===== config.mk =====
export PLATFORM = sky130hd
export DESIGN_NAME = i2c_line_filter
export DESIGN_NICKNAME = d
export VERILOG_FILES = /design/src/rtl/i2c_line_filter.sv
export SDC_FILE = /design/constraint.sdc
export NUM_CORES = 1
export LEC_CHECK = 0
export CAP_MARGIN = 5
export CORE_UTILIZATION = 49
export DETAILED_ROUTE_END_ITERATION = 7
export DONT_BUFFER_PORTS = 1
export PLACE_DENSITY = 0.64
export RECOVER_POWER = 50
export SKIP_LAST_GASP = 1
export SLEW_MARGIN = 25
export SYNTH_ARGS = -nofsm -noshare
export SYNTH_HDL_FRONTEND = slang
export SYNTH_SLANG_ARGS = --single-unit

===== constraint.sdc =====
create_clock -name clk -period 3 [get_ports clk]
set_input_delay 0.45 -clock clk [delete_from_list [all_inputs] [get_ports clk]]
set_output_delay 0.45 -clock clk [all_outputs]
set_load 0.01 [all_outputs]

===== src/rtl/i2c_line_filter.sv =====
// I2C pin conditioning: synchronizes SCL/SDA, rejects short pulses and
// produces clean levels, edge strobes, START/STOP strobes and glitch status.
module i2c_line_filter #(
    parameter int unsigned SYNC_STAGES = 2,
    parameter int unsigned FILTER_LEN  = 4,
    parameter int unsigned CNT_W       = 8
) (
    input  logic             clk,
    input  logic             rst_n,
    input  logic             scl_in,
    input  logic             sda_in,
    input  logic             filter_en,
    input  logic             clr_glitch,
    output logic             scl_out,
    output logic             sda_out,
    output logic             scl_rise,
    output logic             scl_fall,
    output logic             sda_rise,
    output logic             sda_fall,
    output logic             start_det,
    output logic             stop_det,
    output logic             glitch,
    output logic [1:0]       glitch_line,
    output logic [CNT_W-1:0] glitch_count,
    output logic             glitch_sticky
);

    localparam int unsigned NUM_LINES = 2;
    localparam int unsigned PEND_W    = 4;
    localparam int unsigned SUM_W     = CNT_W + 1;

    localparam logic [0:0] ST_STABLE  = 1'b0;
    localparam logic [0:0] ST_PENDING = 1'b1;

    localparam logic [PEND_W-1:0] PEND_LAST = PEND_W'(FILTER_LEN - 1);

    // Line index 0 = SCL, 1 = SDA
    logic [SYNC_STAGES-1:0] scl_sync_q;
    logic [SYNC_STAGES-1:0] sda_sync_q;
    logic [NUM_LINES-1:0]   samp;

    logic [0:0]        state_q [NUM_LINES];
    logic [0:0]        state_d [NUM_LINES];
    logic [PEND_W-1:0] pend_q  [NUM_LINES];
    logic [PEND_W-1:0] pend_d  [NUM_LINES];

    logic [NUM_LINES-1:0] out_q, out_d;
    logic [NUM_LINES-1:0] rise_q, rise_d;
    logic [NUM_LINES-1:0] fall_q, fall_d;
    logic [NUM_LINES-1:0] glitch_line_q, glitch_line_d;

    logic             scl_prev_q;
    logic             glitch_q;
    logic             sticky_q, sticky_d;
    logic [CNT_W-1:0] count_q, count_d;
    logic [1:0]       glitch_inc;
    logic [SUM_W-1:0] count_sum;

    // Metastability synchronizers, reset to the idle-high bus level
    always_ff @(posedge clk or negedge rst_n) begin
        if (!rst_n) begin
            scl_sync_q <= '1;
            sda_sync_q <= '1;
        end else begin
            scl_sync_q <= {scl_sync_q[SYNC_STAGES-2:0], scl_in};
            sda_sync_q <= {sda_sync_q[SYNC_STAGES-2:0], sda_in};
        end
    end

    assign samp = {sda_sync_q[SYNC_STAGES-1], scl_sync_q[SYNC_STAGES-1]};

    // Filter state registers for both lines
    always_ff @(posedge clk or negedge rst_n) begin
        if (!rst_n) begin
            state_q[0]    <= ST_STABLE;
            state_q[1]    <= ST_STABLE;
            pend_q[0]     <= '0;
            pend_q[1]     <= '0;
            out_q         <= '1;
            rise_q        <= '0;
            fall_q        <= '0;
            glitch_line_q <= '0;
        end else begin
            state_q[0]    <= state_d[0];
            state_q[1]    <= state_d[1];
            pend_q[0]     <= pend_d[0];
            pend_q[1]     <= pend_d[1];
            out_q         <= out_d;
            rise_q        <= rise_d;
            fall_q        <= fall_d;
            glitch_line_q <= glitch_line_d;
        end
    end

    // Per-line stability filter: a new level must persist FILTER_LEN samples
    always_comb begin
        out_d         = out_q;
        rise_d        = '0;
        fall_d        = '0;
        glitch_line_d = '0;
        for (int l = 0; l < NUM_LINES; l++) begin
            state_d[l] = state_q[l];
            pend_d[l]  = pend_q[l];
            if (!filter_en) begin
                // Bypass follows the synchronized level and abandons any pending change
                state_d[l] = ST_STABLE;
                pend_d[l]  = '0;
                out_d[l]   = samp[l];
                rise_d[l]  = samp[l] & ~out_q[l];
                fall_d[l]  = ~samp[l] & out_q[l];
            end else begin
                case (state_q[l])
                    ST_STABLE: begin
                        if (samp[l] != out_q[l]) begin
                            state_d[l] = ST_PENDING;
                            pend_d[l]  = PEND_W'(1);
                        end
                    end
                    ST_PENDING: begin
                        if (samp[l] == out_q[l]) begin
                            state_d[l]       = ST_STABLE;
                            pend_d[l]        = '0;
                            glitch_line_d[l] = 1'b1;
                        end else if (pend_q[l] == PEND_LAST) begin
                            state_d[l] = ST_STABLE;
                            pend_d[l]  = '0;
                            out_d[l]   = samp[l];
                            rise_d[l]  = samp[l];
                            fall_d[l]  = ~samp[l];
                        end else begin
                            pend_d[l] = pend_q[l] + PEND_W'(1);
                        end
                    end
                    default: begin
                        state_d[l] = ST_STABLE;
                        pend_d[l]  = '0;
                    end
                endcase
            end
        end
    end

    assign glitch_inc = {1'b0, glitch_line_d[0]} + {1'b0, glitch_line_d[1]};
    assign count_sum  = {1'b0, count_q} + SUM_W'(glitch_inc);

    // Saturating glitch counter and sticky flag; clear wins but keeps this cycle's glitches
    always_comb begin
        count_d  = count_q;
        sticky_d = sticky_q;
        if (clr_glitch) begin
            count_d  = CNT_W'(glitch_inc);
            sticky_d = |glitch_line_d;
        end else begin
            if (count_sum[CNT_W]) begin
                count_d = '1;
            end else begin
                count_d = count_sum[CNT_W-1:0];
            end
            sticky_d = sticky_q | (|glitch_line_d);
        end
    end

    // Glitch status registers and the pre-update SCL level for START/STOP
    always_ff @(posedge clk or negedge rst_n) begin
        if (!rst_n) begin
            scl_prev_q <= 1'b1;
            glitch_q   <= 1'b0;
            count_q    <= '0;
            sticky_q   <= 1'b0;
        end else begin
            scl_prev_q <= out_q[0];
            glitch_q   <= |glitch_line_d;
            count_q    <= count_d;
            sticky_q   <= sticky_d;
        end
    end

    assign scl_out       = out_q[0];
    assign sda_out       = out_q[1];
    assign scl_rise      = rise_q[0];
    assign scl_fall      = fall_q[0];
    assign sda_rise      = rise_q[1];
    assign sda_fall      = fall_q[1];
    assign start_det     = fall_q[1] & scl_prev_q;
    assign stop_det      = rise_q[1] & scl_prev_q;
    assign glitch        = glitch_q;
    assign glitch_line   = glitch_line_q;
    assign glitch_count  = count_q;
    assign glitch_sticky = sticky_q;

endmodule


==> results.json <==
{
  "status": "finished with violations",
  "violations": "capacitance limit, slew limit",
  "synthFlopType": "dfrtp_1",
  "setup_viol": 0,
  "ys.warnings.count": 0,
  "die_w_microns": 59.6,
  "drt-total-wl_mm": 2.79,
  "max_freq_mhz": 362,
  "synth_edf_count": 0,
  "p_leak_nw": 0.839,
  "port_buffers": 0,
  "top_usage_layer": "met1",
  "rsz0062_at_grt": "no",
  "fill_cells": 283,
  "gr-usage-met2": 0.260,
  "drv_cap": 1,
  "clock_skew_ns": 0.00607,
  "core_sq_mm": 0.00310,
  "hpwl_mm": 1.98,
  "cpPeakStageDelay_ns": 0.59,
  "vias": 1078,
  "grt_use_met3": 0.0742,
  "worst_ep_arrival_time_ns": 3.02,
  "power-per-cell-area_mw_per_mm2": 471,
  "drv_slew": 34,
  "cp-start-kind": "flop",
  "hold_violations": 0,
  "track_usage": 0.190,
  "vias_per_cell": 5.47,
  "cp-end-kind": "flop",
  "die_h_microns": 59.6,
  "tightest_slew_ns": 1.71,
  "crit_buf_inv": 2,
  "ys_seq_area_frac": 0.514,
  "required_ns": 3.25,
  "cts_setup_buffers": 0,
  "cts_tree": "yes",
  "ys_types": 40,
  "cts_root_buf": "clkbuf_4",
  "cp_slowest_cell": "dfstp_2",
  "async_flop_share": 1.00,
  "path_max_fanout": 7,
  "crit_family": "adder cells",
  "first_iter_violations": 24,
  "syn_to_final_growth_pct": 7.25,
  "ios": 26,
  "cts.sinks": 33,
  "crit_type": "flop to flop",
  "final_common_cell": "dfrtp_1",
  "ant_nets": 0,
  "clk_latency_ns": 0.33,
  "synth_fp_nets": 162,
  "startpoint": "out_q[1]",
  "nets": 169,
  "clock_path_buffers": 2,
  "wl_per_cell_microns": 14.2,
  "first_global_vias": 1036,
  "antenna_found_initial": 0,
  "multi_input_area_sq_um": 733,
  "drc": 0,
  "drive_above_1_share": 0.150,
  "htreeDepth": 2,
  "firstDrtPassIters": 4,
  "fin_crit_sh": 0.922,
  "grt-ovfl-total": 0,
  "gp_congestion": 0.808,
  "num_rows": 20,
  "syn-instance-count": 145,
  "use_met1": 0.271,
  "hold_start": "scl_in",
  "r2r-start": "out_q[1]",
  "grt_pass1_wl_mm": 4.86,
  "period_needed_ns": 2.77,
  "floorplan.initialDensity": 0.523,
  "die_area_sq_mm": 0.00355,
  "path_cells": "inv_1 -> ha_2 -> nand3_1 -> ha_1 -> ha_1 -> inv_1 -> fa_2 -> or3_4 -> a2bb2oi_1",
  "grt_max_degree": 34,
  "path_clk_slew_ns": 0.10,
  "layout.area.seq_sq_um": 835,
  "syn_area_sq_mm": 0.00162,
  "cts_buffers": 5,
  "final_util": 0.561,
  "final_cell_mix": "dfrtp_1, inv_1, nor2b_1",
  "diodes": 0,
  "min_path_type": "input pin to flop",
  "ys_ff_latch": 33,
  "syn_area_per_cell_sq_um": 11.2,
  "setup_tns_ns": 0,
  "relSlewSlack": -0.142,
  "ir_drop_uv": 262
}
==> sequential cells by signal, indices dropped and copies added, names as in the netlist <==
| signal | flops |
|---|---|
| scl_sync_q | 2 |
| state_q | 2 |
| sda_sync_q | 2 |
| rise_q | 2 |
| glitch_line | 2 |
| glitch_sticky | 1 |
| glitch_count | 8 |
| glitch | 1 |
| pend_q | 8 |
| fall_q | 2 |
| scl_prev_q | 1 |
| out_q | 2 |
==> power breakdown <==
part / switching (W) / internal, W
clock: 0.000145 / 0.0000892
combinational: 0.0000465 / 0.0000354
sequential: 0.0000289 / 0.000475
total: 0.000220 / 0.000600
==> worst reg2reg max path: stages (launching register included) <==
cell	delay, ns
dfstp_2	0.59
inv_1	0.07
ha_2	0.39
nand3_1	0.13
ha_1	0.32
ha_1	0.17
inv_1	0.06
fa_2	0.38
or3_4	0.43
a2bb2oi_1	0.17
==> through the flow <==
step	worst slack, ns	total power (W)	hold WS, ns	cell area, sq um	instances
detailed placement	0.152	0.000584	0.155	1670	187
global placement	0.238	0.000581	0.155	1670	187
floorplan	0.358	0.000568	0.154	1620	145
CTS	0.120	0.000834	0.0836	1750	197
finish	0.235	0.000820	0.102	1740	197
global route	0.0686	0.000875	0.0662	1740	197
==> per-layer routing <==
metal	up-vias	part of all wire
met5	-	0
met4	0	0.015
met3	6	0.044
met2	19	0.44
met1	523	0.50
li1	530	-
==> synthesized netlist by cell type, types with 3 or more instances <==
cell type	count	area [sq um]
dfrtp_1	26	651
a41o_1	3	30.0
nand3_1	5	25.0
a21boi_0	4	30.0
nand2_1	5	18.8
dfstp_2	7	184
nor2b_1	12	75.1
nor3b_1	3	22.5
a31oi_1	4	25.0
nor2_1	3	11.3
ha_1	10	125
inv_1	14	52.6
o21ai_0	7	35.0
a21oi_1	3	15.0
xor2_1	3	26.3
==> timing repair <==
item,4_1_cts,5_1_grt
endpoints found under the setup margin,0,5
hold endpoints to repair,33,0
hold buffers,2,0
gates resized for setup,0,3
==> kinds of logic (layout without fill, tap and decap cells) <==
group,count (synthesis),in the layout,synth area share
adder cells (fa/ha/maj),11,11,0.0894
multiplexers,2,2,0.0123
AND/OR/NAND/NOR,49,49,0.194
AO/OA/AOI/OAI,31,31,0.136
flip-flops,33,33,0.514
buffers and inverters,16,24,0.0386
XOR/XNOR,3,3,0.0162
==> worst paths after layout <==
kind | to | slack (ns) | depth (start not counted)
max | glitch_count[0] | 0.23 | 9
max reg2reg | glitch_count[0] | 0.23 | 9
max in group asynchronous | glitch_count[7] | 0.91 | 2
min | scl_sync_q[0] | 0.10 | 0
min in group asynchronous | glitch_line[0] | 1.10 | 2
min reg2reg | sda_sync_q[1] | 0.36 | 0
==> final cells by class <==
type,instances,area share
Sequential cell,33,0.480
Multi-Input combinational cell,96,0.421
Tap cell,44,0.0316
Inverter,14,0.0302
Clock buffer,6,0.0237
Timing Repair Buffer,2,0.00791
Clock inverter,2,0.00575
No activity file was read; power rests on OpenSTA's default activity.
